### src/rtl/alu_pipe_pkg.sv
// alu_pipe_pkg
// Shared definitions for the pipelined ALU: operation codes, FSM state
// encoding and a small helper that identifies the multi-cycle shift ops.
// No ports (package only).
// Optional feature macro used by importers: ALU_PIPE_FLAGS_EN.

package alu_pipe_pkg;

  localparam int OP_W = 4;

  // Operation codes presented on the op port. Codes 4'hB..4'hF are
  // reserved and always produce a zero result.
  typedef enum logic [OP_W-1:0] {
    OP_ADD  = 4'h0,
    OP_SUB  = 4'h1,
    OP_AND  = 4'h2,
    OP_OR   = 4'h3,
    OP_XOR  = 4'h4,
    OP_NAND = 4'h5,
    OP_NOR  = 4'h6,
    OP_SHL1 = 4'h7,
    OP_SHLV = 4'h8,
    OP_SHRV = 4'h9,
    OP_SRAV = 4'hA
  } op_e;

  // Sequencer states: waiting for work, stepping a variable shift,
  // and presenting a finished result.
  typedef enum logic [1:0] {
    S_IDLE  = 2'd0,
    S_SHIFT = 2'd1,
    S_DONE  = 2'd2
  } state_e;

  // True for the three shifts whose amount comes from operand b and
  // which are therefore stepped one bit per cycle.
  function automatic logic is_var_shift(input logic [OP_W-1:0] op);
    return (op == OP_SHLV) || (op == OP_SHRV) || (op == OP_SRAV);
  endfunction

endpackage

### src/rtl/alu_pipe_comb.sv
// alu_pipe_comb
// Purely combinational single-cycle ALU slice. Variable shifts pass operand
// a through unchanged: that is the correct answer for a zero shift amount,
// and any non-zero amount is stepped by the sequencer in alu_pipe.
// Ports:
//   i_a, i_b    operands (WIDTH bits)
//   i_op        operation code (see alu_pipe_pkg::op_e)
//   o_result    result (WIDTH bits)
//   o_carry     carry / not-borrow / shifted-out bit  (ALU_PIPE_FLAGS_EN only)
//   o_overflow  signed overflow for ADD/SUB           (ALU_PIPE_FLAGS_EN only)
// Macro: ALU_PIPE_FLAGS_EN adds the carry and overflow outputs.

module alu_pipe_comb
  import alu_pipe_pkg::*;
#(
  parameter int WIDTH = 16
) (
  input  logic [WIDTH-1:0] i_a,
  input  logic [WIDTH-1:0] i_b,
  input  logic [OP_W-1:0]  i_op,
  output logic [WIDTH-1:0] o_result
`ifdef ALU_PIPE_FLAGS_EN
  ,
  output logic             o_carry,
  output logic             o_overflow
`endif
);

  // Result mux. Arithmetic wraps naturally at WIDTH bits.
  always_comb begin
    o_result = '0;
    case (i_op)
      OP_ADD:  o_result = i_a + i_b;
      OP_SUB:  o_result = i_a - i_b;
      OP_AND:  o_result = i_a & i_b;
      OP_OR:   o_result = i_a | i_b;
      OP_XOR:  o_result = i_a ^ i_b;
      OP_NAND: o_result = ~(i_a & i_b);
      OP_NOR:  o_result = ~(i_a | i_b);
      OP_SHL1: o_result = {i_a[WIDTH-2:0], 1'b0};
      OP_SHLV, OP_SHRV, OP_SRAV: o_result = i_a;
      default: o_result = '0;
    endcase
  end

`ifdef ALU_PIPE_FLAGS_EN
  // Flags derived from the operand and result sign bits. The ADD carry-out
  // follows from the MSB full-adder: generate, or propagate with a carry-in
  // (a carry-in shows up as a cleared result MSB when exactly one operand
  // MSB is set). SUB carry means "no borrow", i.e. a >= b unsigned.
  always_comb begin
    o_carry    = 1'b0;
    o_overflow = 1'b0;
    case (i_op)
      OP_ADD: begin
        o_carry    = (i_a[WIDTH-1] & i_b[WIDTH-1]) |
                     ((i_a[WIDTH-1] | i_b[WIDTH-1]) & ~o_result[WIDTH-1]);
        o_overflow = (i_a[WIDTH-1] == i_b[WIDTH-1]) &&
                     (o_result[WIDTH-1] != i_a[WIDTH-1]);
      end
      OP_SUB: begin
        o_carry    = (i_a >= i_b);
        o_overflow = (i_a[WIDTH-1] != i_b[WIDTH-1]) &&
                     (o_result[WIDTH-1] != i_a[WIDTH-1]);
      end
      OP_SHL1: o_carry = i_a[WIDTH-1];
      default: ;
    endcase
  end
`endif

endmodule

### src/rtl/alu_pipe.sv
// alu_pipe
// Handshaked ALU. Single-cycle ops finish one cycle after acceptance;
// variable shifts with a non-zero amount N are stepped one bit per cycle
// and finish N+1 cycles after acceptance. The result is held until the
// consumer takes it.
// Ports:
//   clk        clock, rising edge
//   rst        synchronous active-high reset
//   in_valid   operation presented       in_ready   can accept (IDLE only)
//   a, b       operands (WIDTH bits)     op         operation code (4 bits)
//   out_valid  result valid              out_ready  consumer takes result
//   result     registered result         zero       registered result == 0
//   carry, overflow, negative            registered flags (ALU_PIPE_FLAGS_EN)
// Macro: ALU_PIPE_FLAGS_EN adds the carry/overflow/negative outputs.

module alu_pipe
  import alu_pipe_pkg::*;
#(
  parameter int WIDTH = 16
) (
  input  logic             clk,
  input  logic             rst,
  input  logic             in_valid,
  output logic             in_ready,
  input  logic [WIDTH-1:0] a,
  input  logic [WIDTH-1:0] b,
  input  logic [OP_W-1:0]  op,
  output logic             out_valid,
  input  logic             out_ready,
  output logic [WIDTH-1:0] result,
  output logic             zero
`ifdef ALU_PIPE_FLAGS_EN
  ,
  output logic             carry,
  output logic             overflow,
  output logic             negative
`endif
);

  localparam int SHW = $clog2(WIDTH);

  state_e           r_state;
  state_e           w_state_next;
  logic [WIDTH-1:0] r_result;
  logic [WIDTH-1:0] w_comb_result;
  logic [WIDTH-1:0] w_shift_next;
  logic [OP_W-1:0]  r_op;
  logic [SHW-1:0]   r_cnt;
  logic [SHW-1:0]   w_amt;
  logic             r_zero;
  logic             w_accept;
  logic             w_seq_start;
  logic             w_last_step;

`ifdef ALU_PIPE_FLAGS_EN
  logic r_carry;
  logic r_overflow;
  logic r_negative;
  logic w_comb_carry;
  logic w_comb_overflow;
  logic w_shift_out;
`endif

  alu_pipe_comb #(
    .WIDTH (WIDTH)
  ) u_comb (
    .i_a        (a),
    .i_b        (b),
    .i_op       (op),
    .o_result   (w_comb_result)
`ifdef ALU_PIPE_FLAGS_EN
    ,
    .o_carry    (w_comb_carry),
    .o_overflow (w_comb_overflow)
`endif
  );

  // Shift amount is the low SHW bits of b; a zero amount takes the
  // single-cycle path through the combinational slice.
  assign w_amt       = b[SHW-1:0];
  assign w_accept    = in_valid && (r_state == S_IDLE);
  assign w_seq_start = is_var_shift(op) && (w_amt != '0);
  assign w_last_step = (r_cnt == SHW'(1));

  // One-bit step of the shift in progress, selected by the captured op.
  always_comb begin
    w_shift_next = r_result;
    case (r_op)
      OP_SHLV: w_shift_next = {r_result[WIDTH-2:0], 1'b0};
      OP_SHRV: w_shift_next = {1'b0, r_result[WIDTH-1:1]};
      OP_SRAV: w_shift_next = {r_result[WIDTH-1], r_result[WIDTH-1:1]};
      default: ;
    endcase
  end

`ifdef ALU_PIPE_FLAGS_EN
  // The bit falling off the end on this step; the final step's value is
  // what remains in the carry flag.
  assign w_shift_out = (r_op == OP_SHLV) ? r_result[WIDTH-1] : r_result[0];
`endif

  // State register; reset wins over everything else.
  always_ff @(posedge clk) begin
    if (rst) begin
      r_state <= S_IDLE;
    end else begin
      r_state <= w_state_next;
    end
  end

  // Next-state logic. In SHIFT the down-counter holds the number of steps
  // still to do, so the step taken while it reads 1 is the last one.
  always_comb begin
    w_state_next = r_state;
    case (r_state)
      S_IDLE:  if (w_accept) w_state_next = w_seq_start ? S_SHIFT : S_DONE;
      S_SHIFT: if (w_last_step) w_state_next = S_DONE;
      S_DONE:  if (out_ready) w_state_next = S_IDLE;
      default: w_state_next = S_IDLE;
    endcase
  end

  // Handshake outputs decoded from the state alone.
  always_comb begin
    in_ready  = 1'b0;
    out_valid = 1'b0;
    case (r_state)
      S_IDLE:  in_ready  = 1'b1;
      S_DONE:  out_valid = 1'b1;
      default: ;
    endcase
  end

  // Datapath. The result register doubles as the shift register while a
  // variable shift is being stepped. zero is only ever set on entry to DONE
  // and cleared when the result is consumed, so it is meaningful exactly
  // while out_valid is high.
  always_ff @(posedge clk) begin
    if (rst) begin
      r_result   <= '0;
      r_zero     <= 1'b0;
      r_cnt      <= '0;
      r_op       <= '0;
`ifdef ALU_PIPE_FLAGS_EN
      r_carry    <= 1'b0;
      r_overflow <= 1'b0;
      r_negative <= 1'b0;
`endif
    end else begin
      case (r_state)
        S_IDLE: begin
          if (w_accept) begin
            r_op <= op;
            if (w_seq_start) begin
              r_result   <= a;
              r_cnt      <= w_amt;
              r_zero     <= 1'b0;
`ifdef ALU_PIPE_FLAGS_EN
              r_carry    <= 1'b0;
              r_overflow <= 1'b0;
              r_negative <= 1'b0;
`endif
            end else begin
              r_result   <= w_comb_result;
              r_zero     <= (w_comb_result == '0);
`ifdef ALU_PIPE_FLAGS_EN
              r_carry    <= w_comb_carry;
              r_overflow <= w_comb_overflow;
              r_negative <= w_comb_result[WIDTH-1];
`endif
            end
          end
        end
        S_SHIFT: begin
          r_result <= w_shift_next;
          r_cnt    <= r_cnt - SHW'(1);
          if (w_last_step) begin
            r_zero <= (w_shift_next == '0);
          end
`ifdef ALU_PIPE_FLAGS_EN
          r_carry    <= w_shift_out;
          r_overflow <= 1'b0;
          r_negative <= w_shift_next[WIDTH-1];
`endif
        end
        S_DONE: begin
          if (out_ready) begin
            r_zero <= 1'b0;
          end
        end
        default: ;
      endcase
    end
  end

  assign result = r_result;
  assign zero   = r_zero;

`ifdef ALU_PIPE_FLAGS_EN
  assign carry    = r_carry;
  assign overflow = r_overflow;
  assign negative = r_negative;
`endif

endmodule
### config.mk
export PLATFORM = sky130hd
export DESIGN_NAME = alu_pipe
export DESIGN_NICKNAME = d
export VERILOG_FILES = /design/src/rtl/alu_pipe_pkg.sv /design/src/rtl/alu_pipe_comb.sv /design/src/rtl/alu_pipe.sv
export SDC_FILE = /design/constraint.sdc
export NUM_CORES = 1
export LEC_CHECK = 0
export BUFFER_PORTS_ARGS = -buffer_cell sky130_fd_sc_hd__buf_2
export CAP_MARGIN = 5
export CELL_PAD_IN_SITES_DETAIL_PLACEMENT = 0
export CELL_PAD_IN_SITES_GLOBAL_PLACEMENT = 1
export CORE_ASPECT_RATIO = 0.75
export CORE_MARGIN = 4
export CORE_UTILIZATION = 40
export CTS_CLUSTER_SIZE = 8
export DETAILED_ROUTE_END_ITERATION = 16
export GPL_TIMING_DRIVEN = 0
export MAX_ROUTING_LAYER = met4
export PLACE_DENSITY = 0.82
export REMOVE_ABC_BUFFERS = 1
export SLEW_MARGIN = 10
export SYNTH_ARGS = -nofsm -noshare
export SYNTH_HDL_FRONTEND = slang
export SYNTH_SLANG_ARGS = --single-unit
### constraint.sdc
create_clock -name clk -period 3.6 [get_ports clk]
set_input_delay 0.72 -clock clk [delete_from_list [all_inputs] [get_ports clk]]
set_output_delay 0.72 -clock clk [all_outputs]
set_load 0.03 [all_outputs]
==> impl_metrics.json, run 1 <==
{
  "diodes": 0,
  "crit_fanout": 8,
  "ant_nets": 0,
  "cts-hold-fix-buffers": 0,
  "slew_headroom_pct": 10.7,
  "ir_drop_uv": 208,
  "hold_ws_ns": 0.477,
  "numCtsBuffers": 3,
  "required_ns": 3.80,
  "nets": 820,
  "cp_num_buf_inv": 1,
  "multi_input_area_mm2": 0.00429,
  "die_w_um": 135,
  "r2r_cells": 8,
  "crit_path_end": "zero$_SDFFE_PP0P_",
  "p_per_area_mw_per_mm2": 267,
  "rr_endpoint": "r_cnt[1]$_SDFFE_PP0P_",
  "grt_overflow": 0,
  "final_cells": 887,
  "cts-root-buf": "clkbuf_16",
  "die_h_um": 104,
  "yosysWarnings": 0,
  "clk_latency_ns": 0.27,
  "postSynth.asyncResetShare_pct": 0,
  "post_dp_cell_area_mm2": 0.00511,
  "antenna_found_initial": 0,
  "cp.depth": 13,
  "grt_max_degree": 55,
  "coreArea_mm2": 0.0117,
  "finalCritPeriodShare_pct": 99.3,
  "synth_edf_count": 0,
  "drt-vias-per-instance": 6.10,
  "cpLargestDelayFamily": "simple AND/OR/NAND/NOR gates",
  "reg2reg_from": "r_state[1]$_SDFFE_PP0P_",
  "max_freq_mhz": 280,
  "crit_arrival_ns": 3.78,
  "period_minus_slack_ns": 3.57,
  "cts_sinks": 27,
  "clock_skew_ns": 0.00580,
  "dp_slack_ns": -1.53,
  "ys.flop_type": "dfxtp_1",
  "totalWireLength_mm": 16.9,
  "wl_per_cell_um": 19.1,
  "synth_area_mm2": 0.00487,
  "h-tree-depth": 1,
  "place_inst": 847,
  "final.setup.worst_slack_ns": 0.0258,
  "syn_inst": 669,
  "dieArea_mm2": 0.0140,
  "place.port_buffers": 58,
  "max_stage_delay_ns": 0.59,
  "vias": 5408,
  "avgSynthCellArea_um2": 7.28,
  "seqCellArea_um2": 542,
  "gp_congestion": 0.906,
  "grt_pass1_wl_mm": 26.0,
  "drive_above_1_share_pct": 26.1,
  "r2r_slack_ns": 0.27,
  "hold_path_class": "flop to flop",
  "drt_iter0_markers": 587,
  "drc_errors": 0,
  "grt_setup_unrepaired": "yes",
  "tritoncts": "yes",
  "clock_path_buffers": 2,
  "path_clk_slew_ns": 0.07,
  "grtUsageTotal_pct": 22.9,
  "row_count": 34,
  "criticalPathCategory": "input pin to flop",
  "finalSetupViolCount": 0,
  "initial_core_util_pct": 41.5,
  "drv_slew": 0,
  "synth-seq-cells": 27,
  "p_total_mw": 1.61,
  "ys_seq_area_share_pct": 11.1,
  "finalHoldViolations": 0,
  "area_delta_synth_final_pct": 23.7,
  "critPathSlowestCell": "or4_4",
  "leakagePower_nw": 2.52,
  "crit_path_start_kind": "input pin",
  "max_cap_violations": 0,
  "crit_path_start": "b[6]",
  "fin_area_mm2": 0.00602,
  "grt_pass1_vias": 4963,
  "status": "completed",
  "first_pass_iters": 5,
  "fillerInstances": 1159,
  "endpoint_kind": "flop",
  "dpl.hpwl_mm": 11.6,
  "ys_types": 83,
  "ioPinCount": 59,
  "crit_chain": "buf_4 -> or4_4 -> nor4_4 -> a31oi_2 -> xnor2_2 -> ha_4 -> nand3b_1 -> o21ai_0 -> a221oi_1 -> nand3_2 -> nor4_2 -> nand4_1 -> o22ai_1",
  "worst_pin_slew_ns": 1.33
}
==> layout make-up <==
class                           count  area share (%)
Timing Repair Buffer               94            11.4
Sequential cell                    27            8.99
Tap cell                          162            3.36
Inverter                           59            3.72
Clock inverter                      1          0.0831
Multi-Input combinational cell    541            71.2
Clock buffer                        3            1.25
==> synth_stat cells (7+ instances only) <==
| master | count | share of area, % |
|---|---|---|
| mux2i_1 | 23 | 4.7 |
| mux2_2 | 12 | 2.8 |
| buf_2 | 14 | 1.4 |
| o22ai_1 | 29 | 3.7 |
| o21ai_0 | 38 | 3.9 |
| a21oi_1 | 61 | 6.3 |
| o211ai_1 | 12 | 1.9 |
| dfxtp_1 | 27 | 11 |
| clkbuf_1 | 15 | 1.2 |
| nand2_1 | 65 | 5.0 |
| o31ai_1 | 7 | 1.1 |
| xnor2_1 | 16 | 2.9 |
| nor2b_1 | 11 | 1.4 |
| nor3_1 | 13 | 1.3 |
| a22oi_1 | 12 | 1.9 |
| ha_1 | 53 | 14 |
| nor4_1 | 9 | 1.2 |
| nand2b_1 | 16 | 2.1 |
| nor2_1 | 32 | 2.5 |
| nand3_1 | 12 | 1.2 |
| inv_1 | 59 | 4.5 |
| a31oi_1 | 7 | 0.90 |
==> stage by stage <==
step                 TNS, ns  utilization [%]
floorplan             -0.135                -
global placement      -15.39             43.6
detailed placement    -17.05             43.6
CTS                 -0.00373             46.6
global route          -0.120             51.3
finish                     0             51.3
==> tightest hold or removal path: stages, from the launching register on <==
cell     delay [ns]
dfxtp_1        0.32
nand2_1        0.06
a21oi_1        0.05
==> power breakdown <==
part / total, mW / leakage (nW) / internal (mW) / switching [mW]
Clock: 0.266 / 0.0409 / 0.151 / 0.116
Combinational: 0.969 / 2.26 / 0.407 / 0.562
Sequential: 0.373 / 0.221 / 0.327 / 0.0464
==> flip-flops by register name, summed over array words and instances, names as in the netlist <==
| name | flops |
|---|---|
| r_cnt | 4 |
| r_state | 2 |
| r_op | 4 |
| result | 16 |
| zero | 1 |
==> cell usage in the layout (no fill, tap or decap), types with 14 or more instances in the layout <==
cell type,count
nand2_1,63
nand2b_1,16
a21oi_1,57
xnor2_1,14
nor2_1,29
inv_1,57
mux2i_1,23
dfxtp_1,26
buf_4,33
buf_2,51
o22ai_1,29
ha_1,41
o21ai_0,31
==> logic make-up after synthesis <==
logic type | count (synthesis) | share of synthesized area, %
xor+xnor | 18 | 3.24
fa+ha+maj | 54 | 14.0
flops | 27 | 11.1
simple gates | 194 | 20.5
compound gates | 236 | 32.6
buf+inv | 101 | 9.63
mux | 39 | 8.89
==> worst min path at each step <==
stage / from / end / slack, ns / cells after the start
global placement: r_op[2]$_SDFFE_PP0P_ / r_op[2]$_SDFFE_PP0P_ / 0.47 / 2
floorplan: r_op[2]$_SDFFE_PP0P_ / r_op[2]$_SDFFE_PP0P_ / 0.44 / 2
CTS: r_op[2]$_SDFFE_PP0P_ / r_op[2]$_SDFFE_PP0P_ / 0.48 / 2
detailed placement: r_op[2]$_SDFFE_PP0P_ / r_op[2]$_SDFFE_PP0P_ / 0.47 / 2
finish: r_op[2]$_SDFFE_PP0P_ / r_op[2]$_SDFFE_PP0P_ / 0.48 / 2
global route: r_cnt[0]$_SDFFE_PP0P_ / r_cnt[0]$_SDFFE_PP0P_ / 0.52 / 2
==> metal layers <==
metal	wire length (um)	GRT usage (%)	vias to the layer above
met5	0	-	-
met3	1430	3.92	25
met4	263	3.31	0
li1	-	-	2584
met2	7180	33.7	222
met1	8070	33.5	2577
==> what timing repair did <==
item                       4_1_cts  5_1_grt
buffers inserted                13       21
setup endpoints to repair       17        8
cloned                           0        2
pin swaps                       10       36
gates resized for setup         41       76
Note: power is estimated with default switching activity, not from simulation.
==> run 2, diff against run 1 <==
--- a/config.mk
+++ b/config.mk
@@ -11,3 +11,3 @@
 export CELL_PAD_IN_SITES_GLOBAL_PLACEMENT = 1
-export CORE_ASPECT_RATIO = 0.75
+export CORE_ASPECT_RATIO = 0.8
 export CORE_MARGIN = 4
==> constraint.sdc (replaced) <==
create_clock -name clk -period 3.6 [get_ports clk]
set_input_delay 0.36 -clock clk [delete_from_list [all_inputs] [get_ports clk]]
set_output_delay 0.36 -clock clk [all_outputs]
set_load 0.03 [all_outputs]
==> impl_metrics.json, run 2 (same netlist as run 1, synthesis figures left out) <==
{
  "r2r_slack_ns": 0.27,
  "crit_arrival_ns": 3.64,
  "crit_fanout": 7,
  "clk_latency_ns": 0.28,
  "required_ns": 3.77,
  "hold_ws_ns": 0.418,
  "final_util_pct": 46.2,
  "drt_iter0_markers": 422,
  "status": "completed",
  "r2r_cells": 8,
  "max_stage_delay_ns": 0.50,
  "antenna_found_initial": 0,
  "grt_overflow": 0,
  "critPathSlowestCell": "or4_1",
  "place.port_buffers": 58,
  "drive_above_1_share_pct": 17.2,
  "final_cell_mix": "nand2_1, a21oi_1, inv_1, buf_2, ha_1",
  "p_per_area_mw_per_mm2": 275,
  "drv_slew": 0,
  "min_from": "in_valid",
  "post_dp_cell_area_mm2": 0.00510,
  "row_count": 35,
  "first_pass_iters": 5,
  "path_clk_slew_ns": 0.08,
  "ioPinCount": 59,
  "totalWireLength_mm": 15.6,
  "vias": 5272,
  "final_common_cell": "nand2_1",
  "cts_sinks": 27,
  "dieArea_mm2": 0.0140,
  "finalSetupTns_ns": 0,
  "tritoncts": "yes",
  "ir_drop_uv": 191,
  "finalHoldViolations": 0,
  "fillerInstances": 1159,
  "die_w_um": 131,
  "worst_pin_slew_ns": 1.04,
  "period_minus_slack_ns": 3.46,
  "drc_errors": 0,
  "holdPathStages": 3,
  "diodes": 0,
  "crit_chain": "buf_2 -> inv_1 -> ha_1 -> nand3_4 -> o31ai_2 -> xnor2_1 -> ha_2 -> a21o_2 -> a31oi_4 -> a211o_4 -> a211oi_2 -> or4_1 -> a31oi_2 -> nor3_1 -> o31a_1",
  "dp_slack_ns": -1.08,
  "die_h_um": 107,
  "numCtsBuffers": 3,
  "grt_pass1_vias": 4739,
  "wl_per_cell_um": 18.5,
  "rr_endpoint": "zero$_SDFFE_PP0P_",
  "hold_path_class": "input pin to flop",
  "grtUsageTotal_pct": 21.9,
  "area_delta_synth_final_pct": 11.0,
  "coreArea_mm2": 0.0117,
  "initial_core_util_pct": 41.6,
  "fin_area_mm2": 0.00541,
  "finalSetupViolCount": 0,
  "finalCritPeriodShare_pct": 96.2,
  "criticalPathCategory": "input pin to flop",
  "h-tree-depth": 1,
  "reg2reg_from": "r_op[0]$_SDFFE_PP0P_",
  "max_cap_violations": 0,
  "clock_path_buffers": 2,
  "endpoint_kind": "flop",
  "gp_congestion": 0.916,
  "crit_path_start_kind": "input pin",
  "grt_pass1_wl_mm": 24.9,
  "final.setup.worst_slack_ns": 0.136,
  "leakagePower_nw": 2.30,
  "clock_skew_ns": 0.0109,
  "max_freq_mhz": 289,
  "slew_headroom_pct": 30.8,
  "dpl.hpwl_mm": 11.6,
  "ant_nets": 0,
  "min_to": "r_op[1]$_SDFFE_PP0P_",
  "grt_max_degree": 55,
  "nets": 793,
  "drt-vias-per-instance": 6.23,
  "cts-root-buf": "clkbuf_16",
  "largest_reg_flops": 16
}
==> run 2: worst max-delay path by stage <==
| stage | from | endpoint | slack [ns] | cells after the start |
|---|---|---|---|---|
| finish | b[0] | result[14]$_SDFFE_PP0P_ | 0.14 | 15 |
| global placement | op[2] | zero$_SDFFE_PP0P_ | -1.0 | 14 |
| detailed placement | op[2] | zero$_SDFFE_PP0P_ | -1.08 | 14 |
| CTS | b[0] | result[14]$_SDFFE_PP0P_ | 0.01 | 15 |
| global route | b[4] | zero$_SDFFE_PP0P_ | -0.03 | 15 |
| floorplan | op[3] | result[14]$_SDFFE_PP0P_ | 0.23 | 13 |
==> run 2: layer usage <==
metal	vias to the layer above	GRT usage, %	wire [um]
li1	2519	-	-
met3	24	2.67	1180
met5	-	-	0
met1	2508	30.9	7140
met2	221	33.7	7070
met4	0	4.87	253
==> run 2: through the flow <==
step | power, mW | instances
3_3_place_gp | 1.15 | 833
3_5_place_dp | 1.17 | 833
5_1_grt | 1.59 | 846
6_report | 1.49 | 846
4_1_cts | 1.46 | 839
2_1_floorplan | 0.930 | 627
==> run 2: what timing repair did <==
item / in CTS / in global routing
setup endpoints to repair: 17 / 6
gates cloned: 0 / 0
gates resized for setup: 12 / 18
hold buffers: 0 / 0
buffers inserted: 2 / 7
pin swaps: 1 / 1
==> run 2: cell type report <==
| cell class | instances | area [um^2] | area share (%) |
|---|---|---|---|
| clock buffer | 3 | 75.1 | 1.39 |
| clock inverter | 1 | 8.76 | 0.162 |
| inverter | 59 | 221 | 4.10 |
| multi-input combinational | 541 | 3990 | 73.8 |
| sequential | 27 | 541 | 10.0 |
| tap | 148 | 185 | 3.43 |
| timing repair buffer | 67 | 384 | 7.10 |
==> run 2: worst max-delay path: cells and delay by family <==
family | cells | cell delay [ns]
fa+ha+maj | 2 | 0.60
xor+xnor | 1 | 0.16
buf+inv | 2 | 0.32
simple gates | 3 | 0.73
compound gates | 7 | 1.45
==> run 2: report_power, final <==
group | switching (mW) | internal, mW | total, mW
clock network | 0.121 | 0.154 | 0.275
logic | 0.509 | 0.328 | 0.837
registers | 0.0466 | 0.327 | 0.373
total | 0.677 | 0.808 | 1.49
==> run 3, diff against run 2 <==
Settings changed: BUFFER_PORTS_ARGS -buffer_cell sky130_fd_sc_hd__buf_2 to unset, CORE_UTILIZATION 40 to 44, DONT_BUFFER_PORTS set to 1.
==> impl_metrics.json, run 3 (same netlist as run 1, synthesis figures left out) <==
{
  "clock_path_buffers": 2,
  "dp_slack_ns": -0.651,
  "coreArea_mm2": 0.0108,
  "r2r_slack_ns": 0.31,
  "period_minus_slack_ns": 3.42,
  "p_total_mw": 1.35,
  "place.port_buffers": 0,
  "cpLargestDelayFamily": "simple AND/OR/NAND/NOR gates",
  "totalWireLength_mm": 15.2,
  "ir_drop_uv": 197,
  "die_h_um": 102,
  "finalHoldViolations": 0,
  "p_int_mw": 0.766,
  "clock_skew_ns": 0.00209,
  "max_freq_mhz": 292,
  "drc_errors": 0,
  "crit_path_end": "result[14]$_SDFFE_PP0P_",
  "grt_max_degree": 55,
  "worst_pin_slew_ns": 1.28,
  "multi_input_area_mm2": 0.00393,
  "slew_headroom_pct": 14.5,
  "cp.depth": 12,
  "pwr-share-comb_pct": 50.5,
  "dieArea_mm2": 0.0128,
  "fillerInstances": 1111,
  "crit_path_start": "b[2]",
  "antenna_found_initial": 0,
  "ant_nets": 0,
  "critPathSlowestCell": "nor4_2",
  "tritoncts": "yes",
  "cts_sinks": 27,
  "cp_num_buf_inv": 0,
  "nets": 727,
  "reg2reg_from": "r_state[1]$_SDFFE_PP0P_",
  "area_delta_synth_final_pct": 1.90,
  "crit_fanout": 9,
  "crit_arrival_ns": 3.58,
  "power_switching_mw": 0.584,
  "drive_above_1_share_pct": 7.75,
  "grtUsageTotal_pct": 23.5,
  "rr_endpoint": "r_cnt[1]$_SDFFE_PP0P_",
  "p_clk_share_pct": 18.9,
  "row_count": 34,
  "dpl.hpwl_mm": 11.2,
  "vias": 5009,
  "drt-vias-per-instance": 6.45,
  "max_stage_delay_ns": 0.57,
  "swShare_pct": 43.3,
  "leakagePower_nw": 1.98,
  "grt_pass1_wl_mm": 24.3,
  "drv_slew": 0,
  "ioPinCount": 59,
  "crit_path_start_kind": "input pin",
  "endpoint_kind": "flop",
  "finalSetupViolCount": 0,
  "numCtsBuffers": 3,
  "post_dp_cell_area_mm2": 0.00480,
  "h-tree-depth": 1,
  "status": "completed",
  "fin_area_mm2": 0.00496,
  "path_clk_slew_ns": 0.07,
  "drt_iter0_markers": 556,
  "cts-root-buf": "clkbuf_16",
  "required_ns": 3.75,
  "finalCritPeriodShare_pct": 95.1,
  "grt_pass1_vias": 4504,
  "crit_chain": "nor4_2 -> a21oi_1 -> xnor2_1 -> ha_1 -> a21oi_2 -> nor3b_4 -> a211o_4 -> a211oi_2 -> or4_1 -> a31oi_2 -> nor3_1 -> o31a_1",
  "cts-hold-fix-buffers": 0,
  "largest_reg_flops": 16,
  "first_pass_iters": 5,
  "final_common_cell": "nand2_1",
  "gp_congestion": 0.893,
  "final_cell_mix": "nand2_1, a21oi_1, inv_1, ha_1, o21ai_0",
  "p_per_area_mw_per_mm2": 272,
  "criticalPathCategory": "input pin to flop",
  "hold_path_class": "input pin to flop",
  "clk_latency_ns": 0.26,
  "die_w_um": 126,
  "wl_per_cell_um": 19.6,
  "final.setup.worst_slack_ns": 0.177,
  "pwr-share-seq_pct": 30.5,
  "diodes": 0,
  "initial_core_util_pct": 44.9,
  "seqCellArea_um2": 542,
  "grt_overflow": 0,
  "r2r_cells": 8,
  "max_cap_violations": 0
}
## run 3: cell types whose count changed in the layout (fill, tap and decap cells not counted), sizes merged
cell and change:
buf -65, inv -1
## run 3: worst min path at each step
stage	start	to	cells after the start
4_1_cts	rst	r_op[2]$_SDFFE_PP0P_	1
3_3_place_gp	rst	result[6]$_SDFFE_PP0P_	1
6_report	rst	r_cnt[3]$_SDFFE_PP0P_	1
5_1_grt	rst	r_cnt[3]$_SDFFE_PP0P_	1
2_1_floorplan	rst	r_cnt[0]$_SDFFE_PP0P_	1
3_5_place_dp	rst	result[4]$_SDFFE_PP0P_	1
## run 3: worst reg2reg max path, cell delays in order, from the launching register on
cell and delay [ns]:
dfxtp_1 0.32, inv_1 0.09, ha_1 0.87, inv_1 0.58
o21ai_2 0.74, nand2_1 0.24, a211oi_1 0.27, a21oi_1 0.06
nor2_1 0.08
## run 3: what timing repair did
item                       4_1_cts  5_1_grt
setup buffers                    0        1
gates resized for setup          7        9
pin swaps                        0        1
setup endpoints to repair        7        5
## run 3: area by class of cell
type                            count  share of cell area [%]
Clock buffer                        4                    1.59
Inverter                           59                    4.46
Multi-Input combinational cell    541                    79.2
Tap cell                          144                    3.63
Timing Repair Buffer                1                   0.151
Sequential cell                    27                    10.9
## run 3: power by group through the flow
stage               logic [mW]  registers, mW  clock network (mW)
floorplan                0.529          0.401                   0
global placement         0.647          0.416                   0
detailed placement       0.659          0.418                   0
CTS                      0.667          0.411               0.260
global route             0.757          0.417               0.269
finish                   0.682          0.412               0.256
## run 3: stage by stage
step / std cells / setup TNS [ns] / hold slack [ns] / util, %
6_report: 776 / 0 / 0.161 / 45.7
4_1_cts: 775 / 0 / 0.155 / 45.3
3_5_place_dp: 771 / -3.94 / 0.434 / 44.3
3_3_place_gp: 771 / -3.64 / 0.433 / 44.3
5_1_grt: 776 / -0.00248 / 0.150 / 45.7
2_1_floorplan: 627 / 0 / 0.429 / -
## run 3: per-layer routing
layer  wire, um  up-vias  track usage (%)
li1           -     2396                -
met1       6960     2408             32.5
met2       6730      187             36.0
met3       1300       18             5.28
met4        197        0             3.58
met5          0        -                -
